**src/rtl/cci_mpf_rd_arb_pkg.sv**
```systemverilog
// ----------------------------------------------------------------------------
// cci_mpf_rd_arb_pkg
//
// Shared types for the channel-0 read arbiter.
//   t_cci_clAddr / t_cci_mdata / t_cci_clData : CCI field widths (42/16/512)
//   t_req_id            : requester index, sized for the largest requester count
//   t_rd_arb_tag        : locally owned read tag at the default tag width
//   t_rd_arb_meta       : what the tag table remembers per tag {req id, mdata}
//   t_rd_arb_fl_state   : free-list FSM state (INIT fill, then RUN)
// ----------------------------------------------------------------------------
package cci_mpf_rd_arb_pkg;

   localparam int CCI_CLADDR_WIDTH        = 42;
   localparam int CCI_MDATA_WIDTH         = 16;
   localparam int CCI_CLDATA_WIDTH        = 512;
   localparam int CCI_MPF_RD_ARB_MAX_REQ  = 4;
   localparam int CCI_MPF_RD_ARB_TAG_BITS = 6;

   typedef logic [CCI_CLADDR_WIDTH-1:0] t_cci_clAddr;
   typedef logic [CCI_MDATA_WIDTH-1:0]  t_cci_mdata;
   typedef logic [CCI_CLDATA_WIDTH-1:0] t_cci_clData;

   typedef logic [$clog2(CCI_MPF_RD_ARB_MAX_REQ)-1:0] t_req_id;
   typedef logic [CCI_MPF_RD_ARB_TAG_BITS-1:0]        t_rd_arb_tag;

   typedef struct packed {
      t_req_id    req_id;
      t_cci_mdata mdata;
   } t_rd_arb_meta;

   typedef enum logic {
      FL_INIT = 1'b0,
      FL_RUN  = 1'b1
   } t_rd_arb_fl_state;

endpackage

```
**src/rtl/cci_mpf_rd_arb_freelist.sv**
```systemverilog
// ----------------------------------------------------------------------------
// cci_mpf_rd_arb_freelist
//
// FIFO of free read tags. After reset the FSM sits in INIT and writes tags
// 0..2^TAG_BITS-1 into the FIFO, one per cycle, then moves to RUN.
//   clk, reset : clock, synchronous active-high reset
//   push       : return push_tag to the tail (honoured in RUN only)
//   pop        : consume pop_tag from the head (caller checks empty)
//   pop_tag    : head of the FIFO, valid whenever !empty
//   empty      : no free tag available this cycle
//   init_done  : FIFO fully populated, FSM in RUN
//   state      : current FSM state, exported for observation
// ----------------------------------------------------------------------------
module cci_mpf_rd_arb_freelist
   import cci_mpf_rd_arb_pkg::*;
#(
   parameter int TAG_BITS = 6
)
(
   input  logic                clk,
   input  logic                reset,
   input  logic                push,
   input  logic [TAG_BITS-1:0] push_tag,
   input  logic                pop,
   output logic [TAG_BITS-1:0] pop_tag,
   output logic                empty,
   output logic                init_done,
   output t_rd_arb_fl_state    state
);

   localparam int DEPTH = 1 << TAG_BITS;

   logic [TAG_BITS-1:0] mem [DEPTH];
   logic [TAG_BITS-1:0] rd_ptr;
   logic [TAG_BITS-1:0] wr_ptr;
   logic [TAG_BITS-1:0] init_cnt;
   logic [TAG_BITS:0]   count;

   // Pointers wrap naturally at DEPTH; count distinguishes full from empty.
   always_ff @(posedge clk) begin
      if (reset) begin
         state    <= FL_INIT;
         rd_ptr   <= '0;
         wr_ptr   <= '0;
         init_cnt <= '0;
         count    <= '0;
      end else begin
         case (state)
            FL_INIT: begin
               wr_ptr   <= wr_ptr + 1'b1;
               count    <= count + 1'b1;
               init_cnt <= init_cnt + 1'b1;
               if (&init_cnt) state <= FL_RUN;
            end
            FL_RUN: begin
               if (push) wr_ptr <= wr_ptr + 1'b1;
               if (pop)  rd_ptr <= rd_ptr + 1'b1;
               if (push && !pop)      count <= count + 1'b1;
               else if (pop && !push) count <= count - 1'b1;
            end
            default: state <= FL_INIT;
         endcase
      end
   end

   // Storage carries no reset; INIT rewrites every entry.
   always_ff @(posedge clk) begin
      if (!reset) begin
         if (state == FL_INIT)  mem[wr_ptr] <= init_cnt;
         else if (push)         mem[wr_ptr] <= push_tag;
      end
   end

   // A tag pushed this cycle only lands in count at the edge, so it cannot be
   // popped before the following cycle.
   assign pop_tag   = mem[rd_ptr];
   assign empty     = (count == '0);
   assign init_done = (state == FL_RUN);

endmodule

```
**src/rtl/cci_mpf_c0_rd_arb.sv**
```systemverilog
// ----------------------------------------------------------------------------
// cci_mpf_c0_rd_arb
//
// Round-robin arbiter sharing the MPF channel-0 read-request path among N_REQ
// requesters. Each granted request gets a locally owned tag in its mdata; the
// tag table remembers {requester, original mdata} so c0Rx responses can be
// routed back with the original mdata restored. Single-line reads only.
//
// Handshake: req_valid[i] is held by requester i until req_grant[i] is seen
// high in the same cycle; req_grant is combinational and means the address and
// mdata were consumed at the next clock edge. The FIU side has no ready: it is
// throttled only by fiu_c0_almfull, sampled in the grant cycle.
//
// Ports:
//   clk, reset                : clock, synchronous active-high reset
//   req_valid/addr/mdata      : per-requester read requests (flattened)
//   req_grant                 : one-hot, request consumed this cycle
//   fiu_c0_valid/addr/mdata   : registered request toward the FIU
//   fiu_c0_almfull            : FIU c0TxAlmFull
//   fiu_rx_valid/mdata/data   : c0Rx read response, tag in mdata low bits
//   rsp_valid/mdata/data      : registered response to the owning requester
//   outstanding               : tags in flight
//   init_done                 : free list populated
//
// Optional build macro CCI_MPF_RD_ARB_STATS_EN adds stat_grants (saturating
// per-requester grant counters) and stat_stall_cycles (RUN cycles with some
// request pending but no grant).
// ----------------------------------------------------------------------------
module cci_mpf_c0_rd_arb
   import cci_mpf_rd_arb_pkg::*;
#(
   parameter int N_REQ    = 2,
   parameter int TAG_BITS = 6
)
(
   input  logic                          clk,
   input  logic                          reset,
   input  logic [N_REQ-1:0]              req_valid,
   input  logic [N_REQ*CCI_CLADDR_WIDTH-1:0] req_addr,
   input  logic [N_REQ*CCI_MDATA_WIDTH-1:0]  req_mdata,
   output logic [N_REQ-1:0]              req_grant,
   output logic                          fiu_c0_valid,
   output t_cci_clAddr                   fiu_c0_addr,
   output t_cci_mdata                    fiu_c0_mdata,
   input  logic                          fiu_c0_almfull,
   input  logic                          fiu_rx_valid,
   input  t_cci_mdata                    fiu_rx_mdata,
   input  t_cci_clData                   fiu_rx_data,
   output logic [N_REQ-1:0]              rsp_valid,
   output t_cci_mdata                    rsp_mdata,
   output t_cci_clData                   rsp_data,
   output logic [TAG_BITS:0]             outstanding,
   output logic                          init_done
`ifdef CCI_MPF_RD_ARB_STATS_EN
   ,
   output logic [N_REQ*32-1:0]           stat_grants,
   output logic [31:0]                   stat_stall_cycles
`endif
);

   localparam int N_TAGS = 1 << TAG_BITS;

   t_rd_arb_fl_state    fl_state;
   logic                run;
   logic                fl_empty;
   logic [TAG_BITS-1:0] pop_tag;
   logic [TAG_BITS-1:0] rx_tag;
   logic                rx_fire;
   logic                can_issue;
   logic                grant_any;
   t_req_id             grant_id;
   t_req_id             rr_ptr;
   t_cci_clAddr         grant_addr;
   t_cci_mdata          grant_mdata;
   logic [2*N_REQ-1:0]  req_dbl;
   t_rd_arb_meta        tag_table [N_TAGS];
   t_rd_arb_meta        rx_meta;
   logic [N_TAGS-1:0]   tag_busy;
   logic                unused_rx_mdata_hi;

   assign run       = (fl_state == FL_RUN);
   assign rx_tag    = fiu_rx_mdata[TAG_BITS-1:0];
   // Responses outside RUN belong to a pre-reset epoch and are dropped.
   assign rx_fire   = run && fiu_rx_valid;
   assign can_issue = run && !fiu_c0_almfull && !fl_empty;
   assign req_dbl   = {req_valid, req_valid};
   assign rx_meta   = tag_table[rx_tag];
   assign unused_rx_mdata_hi = ^fiu_rx_mdata[CCI_MDATA_WIDTH-1:TAG_BITS];

   cci_mpf_rd_arb_freelist #(.TAG_BITS(TAG_BITS)) freelist (
      .clk       (clk),
      .reset     (reset),
      .push      (rx_fire),
      .push_tag  (rx_tag),
      .pop       (grant_any),
      .pop_tag   (pop_tag),
      .empty     (fl_empty),
      .init_done (init_done),
      .state     (fl_state)
   );

   // Scanning the doubled request vector from rr_ptr upward finds the first
   // requester at or after the pointer, wrapping once.
   always_comb begin
      grant_any = 1'b0;
      grant_id  = '0;
      for (int i = 0; i < 2*N_REQ; i++) begin
         if (can_issue && !grant_any && (i >= int'(rr_ptr)) && req_dbl[i]) begin
            grant_any = 1'b1;
            grant_id  = t_req_id'(i % N_REQ);
         end
      end
   end

   always_comb begin
      req_grant   = '0;
      grant_addr  = '0;
      grant_mdata = '0;
      for (int i = 0; i < N_REQ; i++) begin
         if (grant_any && (grant_id == t_req_id'(i))) begin
            req_grant[i] = 1'b1;
            grant_addr   = req_addr[i*CCI_CLADDR_WIDTH +: CCI_CLADDR_WIDTH];
            grant_mdata  = req_mdata[i*CCI_MDATA_WIDTH +: CCI_MDATA_WIDTH];
         end
      end
   end

   always_ff @(posedge clk) begin
      if (reset) begin
         rr_ptr       <= '0;
         fiu_c0_valid <= 1'b0;
         fiu_c0_addr  <= '0;
         fiu_c0_mdata <= '0;
         rsp_valid    <= '0;
         rsp_mdata    <= '0;
         rsp_data     <= '0;
         outstanding  <= '0;
         tag_busy     <= '0;
      end else begin
         fiu_c0_valid <= grant_any;
         if (grant_any) begin
            fiu_c0_addr  <= grant_addr;
            fiu_c0_mdata <= t_cci_mdata'(pop_tag);
            rr_ptr       <= (grant_id == t_req_id'(N_REQ-1)) ? '0 : grant_id + 1'b1;
            tag_busy[pop_tag] <= 1'b1;
         end

         rsp_valid <= '0;
         if (rx_fire) begin
            for (int i = 0; i < N_REQ; i++)
               rsp_valid[i] <= (rx_meta.req_id == t_req_id'(i));
            rsp_mdata <= rx_meta.mdata;
            rsp_data  <= fiu_rx_data;
            tag_busy[rx_tag] <= 1'b0;
         end

         case ({grant_any, rx_fire})
            2'b10:   outstanding <= outstanding + 1'b1;
            2'b01:   outstanding <= outstanding - 1'b1;
            default: outstanding <= outstanding;
         endcase
      end
   end

   // Tag table: plain RAM, contents meaningful only for allocated tags.
   always_ff @(posedge clk) begin
      if (grant_any) tag_table[pop_tag] <= '{req_id: grant_id, mdata: grant_mdata};
   end

   // A response must carry a tag that is currently allocated.
   rx_tag_allocated: assert property (@(posedge clk) disable iff (reset)
      rx_fire |-> tag_busy[rx_tag]);

`ifdef CCI_MPF_RD_ARB_STATS_EN
   always_ff @(posedge clk) begin
      if (reset) begin
         stat_grants       <= '0;
         stat_stall_cycles <= '0;
      end else begin
         for (int i = 0; i < N_REQ; i++) begin
            if (req_grant[i] && (stat_grants[i*32 +: 32] != '1))
               stat_grants[i*32 +: 32] <= stat_grants[i*32 +: 32] + 32'd1;
         end
         if (run && (|req_valid) && !grant_any && (stat_stall_cycles != '1))
            stat_stall_cycles <= stat_stall_cycles + 32'd1;
      end
   end
`endif

endmodule

```
**config.mk**
```make
export PLATFORM = sky130hd
export DESIGN_NAME = cci_mpf_c0_rd_arb
export DESIGN_NICKNAME = d
export VERILOG_FILES = /design/src/rtl/cci_mpf_rd_arb_pkg.sv /design/src/rtl/cci_mpf_rd_arb_freelist.sv /design/src/rtl/cci_mpf_c0_rd_arb.sv
export SDC_FILE = /design/constraint.sdc
export NUM_CORES = 2
export LEC_CHECK = 0
export BUFFER_PORTS_ARGS = -buffer_cell sky130_fd_sc_hd__buf_2
export CORE_AREA = 4 4 481 483
export CTS_CLUSTER_DIAMETER = 120
export DETAILED_ROUTE_END_ITERATION = 8
export DIE_AREA = 0 0 485 487
export MAX_ROUTING_LAYER = met4
export SETUP_SLACK_MARGIN = 0.15
export SLEW_MARGIN = 20
export SYNTH_ARGS = -nofsm -noshare
export SYNTH_HDL_FRONTEND = slang
export SYNTH_HIERARCHICAL = 1
export SYNTH_SLANG_ARGS = --single-unit
```
**constraint.sdc**
```tcl
create_clock -name clk -period 5.5 [get_ports clk]
set_input_delay 1.1 -clock clk [delete_from_list [all_inputs] [get_ports clk]]
set_output_delay 1.1 -clock clk [all_outputs]
set_load 0.1 [all_outputs]
```
# Yosys cells after proc, flatten, opt, wreduce, memory -nomap -nowiden
# Memories as Yosys holds them, arrays and structs flattened. A register that Yosys moved wholly into a read port is not among the register bits.
# Cells that the tools add are included.
totals:
  reg_bits: 614
  latchBits: 0
  mem_bits_rw: 1536
  romBits: 0
  elab_cells: 100
  n_memories: 2
classes:
  addsub: 8
  mul: 0
  n_div: 0
  n_lt_le_gt_ge: 3
  eq_ne: 6
  shifts: 0
  muxes: 34
  n_bitwise: 3
  n_reduce_logical: 31
memory_table:
  columns: ["name", "words", "word_bits", "read_ports", "rd_ports_with_merged_regs", "wr", "line_no", "rtl"]
  rows:
  - ["tag_table", 64, 18, 1, 0, 1, "cci_mpf_c0_rd_arb.sv:76", "t_rd_arb_meta tag_table [N_TAGS];"]
  - ["freelist.mem", 64, 6, 1, 1, 1, "cci_mpf_rd_arb_freelist.sv:33", "logic [TAG_BITS-1:0] mem [DEPTH];"]
ops:
  columns: ["cell", "count"]
  rows:
  - ["two-way mux 42 bit", 2]
  - ["two-way mux 16 bit", 2]
  - ["one-hot mux 7 bit (2 select lines)", 2]
  - ["two-way mux 6 bit", 4]
  - ["two-way mux 1 bit", 19]
  - ["adder 6 x 1 -> 6 bit, second input constant", 3]
  - ["logical AND 1 bit", 17]
  - ["adder 7 x 1 -> 7 bit, second input constant", 2]
  - ["two-way mux 7 bit", 2]
  - ["subtractor 7 x 1 -> 7 bit, second input constant", 2]
  - ["one-hot mux 6 bit (2 select lines)", 1]
  - ["zero test 1 bit", 7]
  - ["zero test 7 bit", 1]
  - ["== test 2 x 1 -> 1 bit, second input constant", 3]
  - ["AND reduction 6 bit", 1]
  - ["greater-or-equal comparator 1 x 2 -> 1 bit, first input constant", 2]
  - ["zero test 2 bit", 2]
  - ["two-way mux 2 bit", 2]
  - ["inequality test 3 bit, second input constant", 1]
  - ["adder 2 x 1 -> 2 bit, second input constant", 1]
  - ["== test 2 bit, second input constant", 1]
  - ["greater-or-equal comparator 2 bit, first input constant", 1]
  - ["inequality test 2 x 1 -> 1 bit, second input constant", 1]
  - ["inverter 1 bit", 2]
  - ["other kinds (4)", 4]

# Logic depth before layout (Yosys ltp)
logic_depth:
  ltp_word: 24
  ltp_mapped: 17

# Hierarchy
# Netlist, hierarchy kept.
modules_own_cells:
  columns: ["mod", "instances", "cells_per_inst", "area_per_inst_um2"]
  rows:
  - ["cci_mpf_c0_rd_arb", 1, 4659, 62406.1]
  - ["cci_mpf_rd_arb_freelist", 1, 901, 16558.4]

# Least setup slack after synthesis
# OpenSTA, ideal clock, no wires.
synth_timing:
  kind: "register to register"
  from: "reg freelist.state, in the netlist freelist/init_done"
  to: "mem tag_table[0][10] (netlist bit) (data pin)"
  setup_time_ns: 0.366
  arrival_time_ns: 4.405
  required_time_ns: 5.134
  path_slack_ns: 0.729
  path_stages_with_launch: 8
  n_path_buf: 3
  period_less_slack_ns: 4.771
  cell_sequence: "dfxtp_1 -> buf_4 -> nor3b_1 -> nand2_1 -> a21oi_1 -> clkbuf_1 -> buf_1 -> a22o_1"
synth_between:
  elab_chain_len: 23
synth_lines:
  columns: ["item", "line_no", "rtl"]
  rows:
  - ["from (decl)", "cci_mpf_rd_arb_freelist.sv:28", "output t_rd_arb_fl_state state"]
  - ["from (signal assigned)", "cci_mpf_rd_arb_freelist.sv:42", "state <= FL_INIT;"]
  - ["from (signal assigned)", "cci_mpf_rd_arb_freelist.sv:53", "if (&init_cnt) state <= FL_RUN;"]
  - ["from (signal assigned)", "cci_mpf_rd_arb_freelist.sv:61", "default: state <= FL_INIT;"]
  - ["logical AND 1 bit (*) (2 in a row)", "cci_mpf_c0_rd_arb.sv:85", "assign can_issue = run && !fiu_c0_almfull && !fl_empty;"]
  - ["logical AND 1 bit (2 in a row)", "cci_mpf_c0_rd_arb.sv:108", "if (can_issue && !grant_any && (i >= int'(rr_ptr)) && req_dbl[i]) begin"]
  - ["two-way mux 1 bit", "cci_mpf_c0_rd_arb.sv:108", null]
  - ["zero test 1 bit", "cci_mpf_c0_rd_arb.sv:108", null]
  - ["logical AND 1 bit (3 in a row)", "cci_mpf_c0_rd_arb.sv:108", null]
  - ["two-way mux 1 bit", "cci_mpf_c0_rd_arb.sv:108", null]
  - ["zero test 1 bit", "cci_mpf_c0_rd_arb.sv:108", null]
  - ["logical AND 1 bit (3 in a row)", "cci_mpf_c0_rd_arb.sv:108", null]
  - ["(+2 left out)", null, null]
  - ["logical AND 1 bit (2 in a row)", "cci_mpf_c0_rd_arb.sv:108", null]
  - ["two-way mux 2 bit (*)", "cci_mpf_c0_rd_arb.sv:108", null]
  - ["net grant_id[0]", "cci_mpf_c0_rd_arb.sv:71", "t_req_id grant_id;"]
  - ["zero test 2 bit", "cci_mpf_c0_rd_arb.sv:120", "if (grant_any && (grant_id == t_req_id'(i))) begin"]
  - ["logical AND 1 bit", "cci_mpf_c0_rd_arb.sv:120", null]
  - ["two-way mux 16 bit", "cci_mpf_c0_rd_arb.sv:120", null]
  - ["two-way mux 16 bit (*)", "cci_mpf_c0_rd_arb.sv:120", null]
  - ["net grant_mdata[10]", "cci_mpf_c0_rd_arb.sv:74", "t_cci_mdata grant_mdata;"]
  - ["to (decl)", "cci_mpf_c0_rd_arb.sv:76", null]
# The timed path passes the listed nets; every way through them passes the cells marked *.

==> flow_summary.ini <==
[floorplanning]
ios = 1249
std_cell_rows = 175
die_h_um = 487
start_util = 0.348
die_w_um = 485
dieArea_mm2 = 0.236
coreArea_mm2 = 0.227

[finish]
final_cells = 10100
nFillCells = 21100
finalNetCount = 7459
seq_area_mm2 = 0.0566
areaGrowthSynthToFinish_pct = 22.4
drive_gt1_frac = 0.286
multi_input_area_mm2 = 0.0208

[yosys]
synth_cell_types = 64
ys_top_cells_by_count = edfxtp_1 (1472), nand2_1 (1112), a21oi_1 (630)
synth_most_common_cell = edfxtp_1
ys_top_cells_by_area = edfxtp_1 (56%), dfxtp_1 (16%), mux4_2 (6.3%), nand2_1 (5.3%), a21oi_1 (4.0%)
ys_seq_area_frac = 0.717
synth-edff-count = 1472
synth_top_area_share = 0.560
synth_flop_cell = edfxtp_1
syn_avg_cell_area_um2 = 14.2
synth.largest_area_cell = edfxtp_1
synth.cell_area_mm2 = 0.0790
ys_warn_count = 6
ys_ff_latch = 2091
synthCells = 5560
synth-async-reset-ratio = 0

[cts]
ctsResizeCount = 0
postCtsSetupBuffers = 0
postCtsHoldBufs = 0
htreeDepth = 4
tritoncts = yes
clock-sinks = 2091
worstSkewPairLatency_ps = 910
clk_path_buf_depth = 3
clockRootBuffer = clkbuf_16
cts_made_buffers = 220
clk_pin_slew_ps = 60

[min_path]
worstHoldPathType = input pin to register
hold_path_depth = 3
min-delay-start = req_addr[14]

[route]
drt_iter0_drc = 5983
drt_first_pass_iters = 6
wl_per_cell_um = 39.9
via_count = 54500
ant_nets = 0
route.final.wire_length_um = 404000
vias_per_cell = 5.38
drc = 0

[worst_setup_path]
reg2regPathDepth = 9
critPathMaxFanout = 42
crit_arrival_ps = 5360
path_class = register to register
end_kind = register
startpoint_type = register
required_ps = 6030

[placed_design]
port_buffers = 1228
dp_slack_ps = 824
hpwl_um = 317000
place_congestion = 1.12
placedCellCount = 9587

[power_and_ir_drop]
power_density_mw_per_mm2 = 340
leakagePower_nw = 36.8
vdd_drop_max_uv = 333
power.total_mw = 32.9

[grt]
grt_pass1_vias = 51200
use_met1 = 0.410
grt_pass1_wl_um = 513000
overflow = 0
antenna_found_initial = 274
grt_max_degree = 203
top_usage_layer = met2
grt_util_all_layers = 0.342
grt_use_met2 = 0.547
grt_use_met3 = 0.0781

[timing]
hold_viol_final = 0
fin_setup_tns_ps = 0
slew_headroom = 0.170
period_share = 0.880
rsz0062_at_grt = false
fmax_ghz = 0.207
worst_pin_slew_ps = 1250
slew_viol_final = 0
final.setup_skew_ps = 104
setup_violations = 0
layout_min_cycle_time_ps = 4840
fin_ws_ps = 661

[run_status]
status = finished clean

[job]
drv_cap = 0
==> per-stage QoR <==
stage | hold WS, ps | util | instance area, um2
finish | 445 | 0.426 | 96700
global route | 407 | 0.426 | 96600
CTS | 373 | 0.425 | 96300
detailed placement | 444 | 0.392 | 88900
global placement | 440 | 0.392 | 88900
floorplan | 481 | - | 79000
==> worst max-delay path, stage by stage, from the launching register on <==
cell and delay [ps]:
dfxtp_4 890, buf_12 310, mux4_2 270, o221ai_1 190, o21ai_0 260, nand2_1 140, o21ai_1 890, nand4_1 710
nor2_1 430, buf_4 360
==> final cells by class <==
| type | instances | share of cell area |
|---|---|---|
| multi-input combinational | 3091 | 0.215 |
| clock buffer | 291 | 0.0619 |
| tap | 3009 | 0.0389 |
| clock inverter | 121 | 0.0151 |
| sequential | 2091 | 0.586 |
| inverter | 8 | 0.000388 |
| timing repair buffer | 1388 | 0.0797 |
| antenna | 130 | 0.00337 |
==> metal layers <==
metal	share of wire	vias up
li1	-	23200
met1	0.38	27800
met2	0.48	2896
met3	0.078	635
met4	0.062	0
met5	0	-
==> path summary, 6_finish.rpt <==
check | endpoint | slack (ps)
min reg2reg | rsp_data[204] | 450
min | fiu_c0_addr[14] | 450
max | tag_table[31][5] | 660
max reg2reg | tag_table[31][5] | 660
==> flip-flops by register name, indices dropped and copies added (netlist names), named ones only <==
signal	count
rsp_valid	2
rsp_mdata	16
freelist/init_done	1
fiu_c0_valid	1
rsp_data	512
tag_table	1088
outstanding	7
freelist/count	7
fiu_c0_addr	42
freelist/wr_ptr	6
fiu_c0_mdata	6
freelist/rd_ptr	6
freelist/init_cnt	6
freelist/mem	384
rr_ptr	1
==> layout by cell type (no fill, tap or decap), drive strengths merged, types with 19 or more instances in the layout <==
master,netlist,routed
edfxtp,1472,1472
buf,127,1388
nand2,1112,1112
a21oi,630,630
dfxtp,619,619
mux2i,303,303
clkbuf,252,291
mux4,228,228
nor2,222,222
diode,0,130
a22oi,118,118
clkinv,0,85
nor2b,84,84
nand3,83,83
a222oi,42,42
nand4,39,39
nor3b,22,22
o21ai,19,19
==> logic make-up (layout without fill, tap and decap cells) <==
family          Yosys count  in the layout  synth area share
compound gates          889            889            0.0664
xor+xnor                 26             26           0.00288
fa+ha+maj                 9              9           0.00143
buf+inv                 387           1808            0.0222
flops                  2091           2091             0.717
mux                     538            538             0.105
other cells               1            140         0.0000475
simple gates           1619           1619            0.0855
==> power breakdown <==
group | leakage (nW) | switching, mW | total [mW] | internal, mW
sequential | 20.8 | 0.0108 | 16.7 | 16.7
combinational | 12.4 | 0.616 | 0.982 | 0.366
clock | 3.60 | 6.65 | 15.2 | 8.58
total | 36.8 | 7.28 | 32.9 | 25.6
Note: power is estimated with default switching activity, not from simulation.
